File: src/rtl/muldiv_hilo_unit.sv
// muldiv_hilo_unit: iterative radix-2 multiply/divide engine owning HI/LO, with MTHI/MTLO and MUL.
// Define MULDIV_DBZ_FLAG_EN to add the dbz output flagging divide-by-zero alongside done.
module muldiv_hilo_unit #(
    parameter int WIDTH = 32
) (
    input  logic             clk,
    input  logic             rst,
    input  logic             op_valid,
    input  logic [2:0]       op,
    input  logic [WIDTH-1:0] rs_val,
    input  logic [WIDTH-1:0] rt_val,
    output logic             busy,
    output logic             done,
    output logic [WIDTH-1:0] hi,
    output logic [WIDTH-1:0] lo,
    output logic [WIDTH-1:0] mul_lo
`ifdef MULDIV_DBZ_FLAG_EN
    ,
    output logic             dbz
`endif
);
    localparam int CNT_W = $clog2(WIDTH + 1);
    localparam logic [1:0] IDLE = 2'd0;
    localparam logic [1:0] CALC = 2'd1;
    localparam logic [1:0] FIX  = 2'd2;
    localparam logic [1:0] DONE = 2'd3;

    logic [1:0]         state;
    logic [CNT_W-1:0]   cnt;
    logic [1:0]         op_q;
    logic               sign_a, sign_b;
    logic [WIDTH-1:0]   mag_b;
    logic [2*WIDTH-1:0] acc, step, prod_fix;
    logic [WIDTH:0]     mul_sum, rem_sh, div_diff;
    logic [WIDTH-1:0]   q_fix, r_fix, abs_a, abs_b;
    logic               is_div, neg, sa, sb, b_zero;

    always_comb begin
        sa       = ~op[0] & rs_val[WIDTH-1];
        sb       = ~op[0] & rt_val[WIDTH-1];
        abs_a    = sa ? -rs_val : rs_val;
        abs_b    = sb ? -rt_val : rt_val;
        is_div   = op_q == 2'b01;
        neg      = sign_a ^ sign_b;
        b_zero   = mag_b == '0;
        // Multiply shifts the product right through the low half; divide shifts the dividend left into the remainder.
        mul_sum  = {1'b0, acc[2*WIDTH-1:WIDTH]} + {1'b0, acc[0] ? mag_b : {WIDTH{1'b0}}};
        rem_sh   = {acc[2*WIDTH-1:WIDTH], acc[WIDTH-1]};
        div_diff = rem_sh - {1'b0, mag_b};
        step     = is_div ? {div_diff[WIDTH] ? rem_sh[WIDTH-1:0] : div_diff[WIDTH-1:0], acc[WIDTH-2:0], ~div_diff[WIDTH]}
                          : {mul_sum, acc[WIDTH-1:1]};
        prod_fix = neg ? -acc : acc;
        q_fix    = b_zero ? {WIDTH{1'b1}} : (neg ? -acc[WIDTH-1:0] : acc[WIDTH-1:0]);
        r_fix    = sign_a ? -acc[2*WIDTH-1:WIDTH] : acc[2*WIDTH-1:WIDTH];
        busy     = state == CALC || state == FIX;
        done     = state == DONE;
    end

    always_ff @(posedge clk) begin
        if (rst) begin
            state  <= IDLE;
            cnt    <= '0;
            op_q   <= '0;
            sign_a <= 1'b0;
            sign_b <= 1'b0;
            mag_b  <= '0;
            acc    <= '0;
            hi     <= '0;
            lo     <= '0;
            mul_lo <= '0;
        end else begin
            case (state)
                IDLE: if (op_valid) begin
                    if (op == 3'b100) hi <= rs_val;
                    else if (op == 3'b101) lo <= rs_val;
                    else if (op != 3'b111) begin
                        state  <= CALC;
                        cnt    <= CNT_W'(WIDTH);
                        op_q   <= op[2:1];
                        sign_a <= sa;
                        sign_b <= sb;
                        mag_b  <= abs_b;
                        acc    <= {{WIDTH{1'b0}}, abs_a};
                    end
                end
                CALC: begin
                    acc <= step;
                    cnt <= cnt - 1'b1;
                    if (cnt == CNT_W'(1)) state <= FIX;
                end
                FIX: begin
                    state <= DONE;
                    if (op_q == 2'b00) {hi, lo} <= prod_fix;
                    else if (is_div) begin
                        hi <= r_fix;
                        lo <= q_fix;
                    end else mul_lo <= prod_fix[WIDTH-1:0];
                end
                default: state <= IDLE;
            endcase
        end
    end

`ifdef MULDIV_DBZ_FLAG_EN
    always_ff @(posedge clk) begin
        if (rst) dbz <= 1'b0;
        else dbz <= state == FIX && is_div && b_zero;
    end
`endif
endmodule

File: config.mk
export PLATFORM = sky130hd
export DESIGN_NAME = muldiv_hilo_unit
export DESIGN_NICKNAME = d
export VERILOG_FILES = /design/src/rtl/muldiv_hilo_unit.sv
export SDC_FILE = /design/constraint.sdc
export NUM_CORES = 1
export LEC_CHECK = 0
export BUFFER_PORTS_ARGS = -buffer_cell sky130_fd_sc_hd__buf_2
export CAP_MARGIN = 20
export CORE_MARGIN = 3
export CORE_UTILIZATION = 45
export CTS_BUF_LIST = sky130_fd_sc_hd__clkbuf_16
export DETAILED_ROUTE_END_ITERATION = 8
export PLACE_DENSITY = 0.72
export SKIP_CTS_REPAIR_TIMING = 1
export SKIP_LAST_GASP = 1
export SYNTH_ARGS = -nofsm -noshare
export SYNTH_HDL_FRONTEND = slang
export SYNTH_SLANG_ARGS = --single-unit
File: constraint.sdc
create_clock -name clk -period 3.9 [get_ports clk]
set_input_delay 0.585 -clock clk [delete_from_list [all_inputs] [get_ports clk]]
set_output_delay 0.585 -clock clk [all_outputs]
set_load 0.05 [all_outputs]
==> flow_summary.toml <==
[clocking]
clkTransAtPathRegs_ns = 0.06
numClockSinks = 204
h-tree-depth = 1
cts_buffers = 24
cts_tree = "done"
clock_path_buffers = 3
root_buffer = "clkbuf_16"
clk_latency_ns = 0.54

[logic_synthesis]
synth_nets = 2226
synthArstFlopShare_pct = 0
yosysWarnings = 0
ys_seq_area_share_pct = 26.4
synth_ff_type = "dfxtp_1"
ys_ff_latch = 204
ys_top_cells_by_area = "dfxtp_1, a21oi_1, nor2_1"
yosys.area.top_type_share_pct = 26.4
synthCells = 2080
synth_cell_type_count = 84
synth-edff-count = 0
synth.avg_cell_area_um2 = 7.42
synth_area_um2 = 15400
synth.largest_area_cell = "dfxtp_1"

[global_routing]
grt_usage_pct = 30.2
overflow = 0
grt_start_max_net_pins = 73
antenna_found_initial = 1
grt_pass1_vias = 15435
grt_pass1_wl_um = 87500

[timing]
rsz0062_at_grt = "no"
max-slew-margin-rel_pct = 41.7
setup_viol_count_final = 0
hold-worst-slack_ns = 0.337
clock_skew_ns = 0.0114
min_period_over_period_pct = 92.2
finalSetupTns_ns = 0
max_freq_mhz = 278
tightestPinTransition_ns = 0.873
finalHoldViolCount = 0
period_minus_slack_ns = 3.60
slew_violations = 0

[setup_path]
slowest_delay_ns = 0.59
cp_common_cell = "nor2_1"
slowest_stage = "a211oi_1"
start_kind = "flop"
critPathCaptureType = "flop"
crit_start = "acc[0]$_SDFFE_PP0P_"
critPathRequiredTime_ns = 4.37
cp_data_arrival_time_ns = 4.07
crit_path_cell_trace = "inv_1, ha_1, or4b_1, or3_2, nor4_2, buf_4, and2_1, nor2_1, xnor2_1, a211oi_1, a21oi_1, nor2_1"
crit_path_max_fanout = 8
crit_type = "flop to flop"
r2r_start = "acc[0]$_SDFFE_PP0P_"

[drt]
drc = 0
routedWlPerCell_um = 21.8
drt_wl_total_um = 57900
postRouteAntennaNets = 0
dr.pass1.iters = 6
dr_total_vias = 16580
vias_per_cell = 6.26
drt_iter0_drc = 1744

[status]
outcome = "completed"

[cells_and_area]
nFillCells = 3326
layout-drive-gt1-share_pct = 13.3
finalNetCount = 2329
syn_to_final_growth_pct = 12.8
final_core_util_pct = 51.7

[power]
leakage_nw = 7.11
power_mw = 9.43
peakVddDrop_mv = 0.352
p_per_area_nw_per_um2 = 541

[place]
routabilityCongestion = 1.00
dp_hpwl_um = 44400
port_buffers = 167

[job]
cap_viol_max_count = 0

[floorplanning]
coreArea_um2 = 33700
initial_core_util_pct = 45.8
rows = 67
ios = 168
die_y_um = 191
die_w_um = 191
dieArea_um2 = 36600

[min_path]
hold_path.class = "input port to flop"
holdCritStartpoint = "rt_val[1]"
==> stage by stage <==
step                instance area (um2)  cells  setup WS (ns)
floorplan                         15400   2080          0.695
global placement                  16700   2604          0.420
detailed placement                16700   2604          0.387
CTS                               17400   2647          0.367
global route                      17400   2648          0.103
finish                            17400   2649          0.303
==> area by class of cell <==
| cell class | instances | area [um2] | area share (%) |
|---|---|---|---|
| Multi-Input combinational cell | 1657 | 10500 | 60.1 |
| Clock inverter | 19 | 143 | 0.819 |
| Inverter | 71 | 267 | 1.53 |
| Clock buffer | 24 | 601 | 3.45 |
| Timing Repair Buffer | 225 | 1290 | 7.43 |
| Antenna cell | 1 | 2.50 | 0.0144 |
| Tap cell | 448 | 561 | 3.22 |
| Sequential cell | 204 | 4080 | 23.4 |
==> final timing paths <==
check	end	slack [ns]	cells after the start
max	hi[0]$_SDFFE_PP0P_	0.30	12
min	mag_b[1]$_SDFFE_PP0P_	0.34	3
max reg2reg	hi[0]$_SDFFE_PP0P_	0.30	12
min reg2reg	hi[27]$_SDFFE_PP0P_	0.45	1
==> cell usage in the layout, fill, tap and decap left out, types with 44 or more instances in the layout <==
master | Yosys | final
buf_2 | 4 | 166
ha_1 | 74 | 72
o21ai_0 | 105 | 104
a21oi_1 | 212 | 211
nand2_1 | 225 | 225
a211oi_1 | 87 | 87
nor2_1 | 248 | 247
nand3_1 | 44 | 44
xor2_1 | 77 | 77
dfxtp_1 | 204 | 204
inv_1 | 71 | 77
xnor2_1 | 99 | 98
buf_4 | 3 | 57
==> power by group <==
part	switching, mW	leakage, nW	total (mW)	internal, mW
combinational	3.07	5.07	4.51	1.44
clock	0.944	0.382	2.19	1.24
sequential	0.342	1.66	2.73	2.39
total	4.36	7.11	9.43	5.08
==> kinds of logic (layout without fill, tap and decap cells) <==
logic type	Yosys count	in the layout	share of synthesized area, %
other	0	1	0
AO/OA/AOI/OAI	648	648	27.4
buffers and inverters	219	339	6.09
XOR/XNOR	176	176	9.98
flip-flops	204	204	26.4
multiplexers	29	29	1.88
AND/OR/NAND/NOR	728	728	22.0
adder cells (fa/ha/maj)	76	76	6.25
==> state kept, by name (all words and copies together) (netlist names) <==
name / cells
sign_b: 1
mul_lo: 32
sign_a: 1
mag_b: 32
cnt: 6
state: 2
op_q: 2
hi: 32
lo: 32
acc: 64
==> layer usage <==
| layer | global-route usage [%] | up-vias | part of all wire (%) | routed length [um] |
|---|---|---|---|---|
| met5 | 0 | - | 0.024 | 14 |
| met4 | 13.4 | 2 | 5.1 | 2950 |
| met3 | 3.72 | 176 | 9.0 | 5230 |
| met2 | 50.5 | 907 | 46 | 26500 |
| met1 | 39.0 | 7770 | 40 | 23200 |
| li1 | - | 7725 | - | - |
==> critical path, delay by kind of cell (launching register included) <==
kind            cells  cell delay, ns
compound gates      2            0.67
xor+xnor            1            0.15
fa+ha+maj           1            0.24
buf+inv             2            0.40
flops               1            0.38
simple gates        6            1.70
==> synth_stat cells, types with 4 or more instances <==
cell type / instances
nor2_1: 248
nand2_1: 225
a21oi_1: 212
dfxtp_1: 204
clkbuf_1: 122
o21ai_0: 105
xnor2_1: 99
a211oi_1: 87
xor2_1: 77
ha_1: 74
inv_1: 71
nand3_1: 44
o211ai_1: 37
nor3_1: 36
a21o_1: 31
nor4_1: 30
mux2i_1: 29
nand2b_1: 26
or3_1: 26
a31oi_1: 23
o31ai_1: 21
o221ai_1: 18
or4_1: 14
a22oi_1: 13
nand4_1: 13
a211o_1: 11
nor2b_1: 11
and2_1: 10
o41ai_1: 10
a311oi_1: 9
and3_1: 9
a221o_1: 8
buf_1: 8
a31o_2: 7
a2111oi_0: 6
nor3b_1: 6
clkbuf_8: 5
o21a_1: 5
or2_2: 5
a32oi_1: 4
a41oi_1: 4
and4_1: 4
buf_2: 4
nand3b_1: 4
Power figures use the tool's default switching activity.
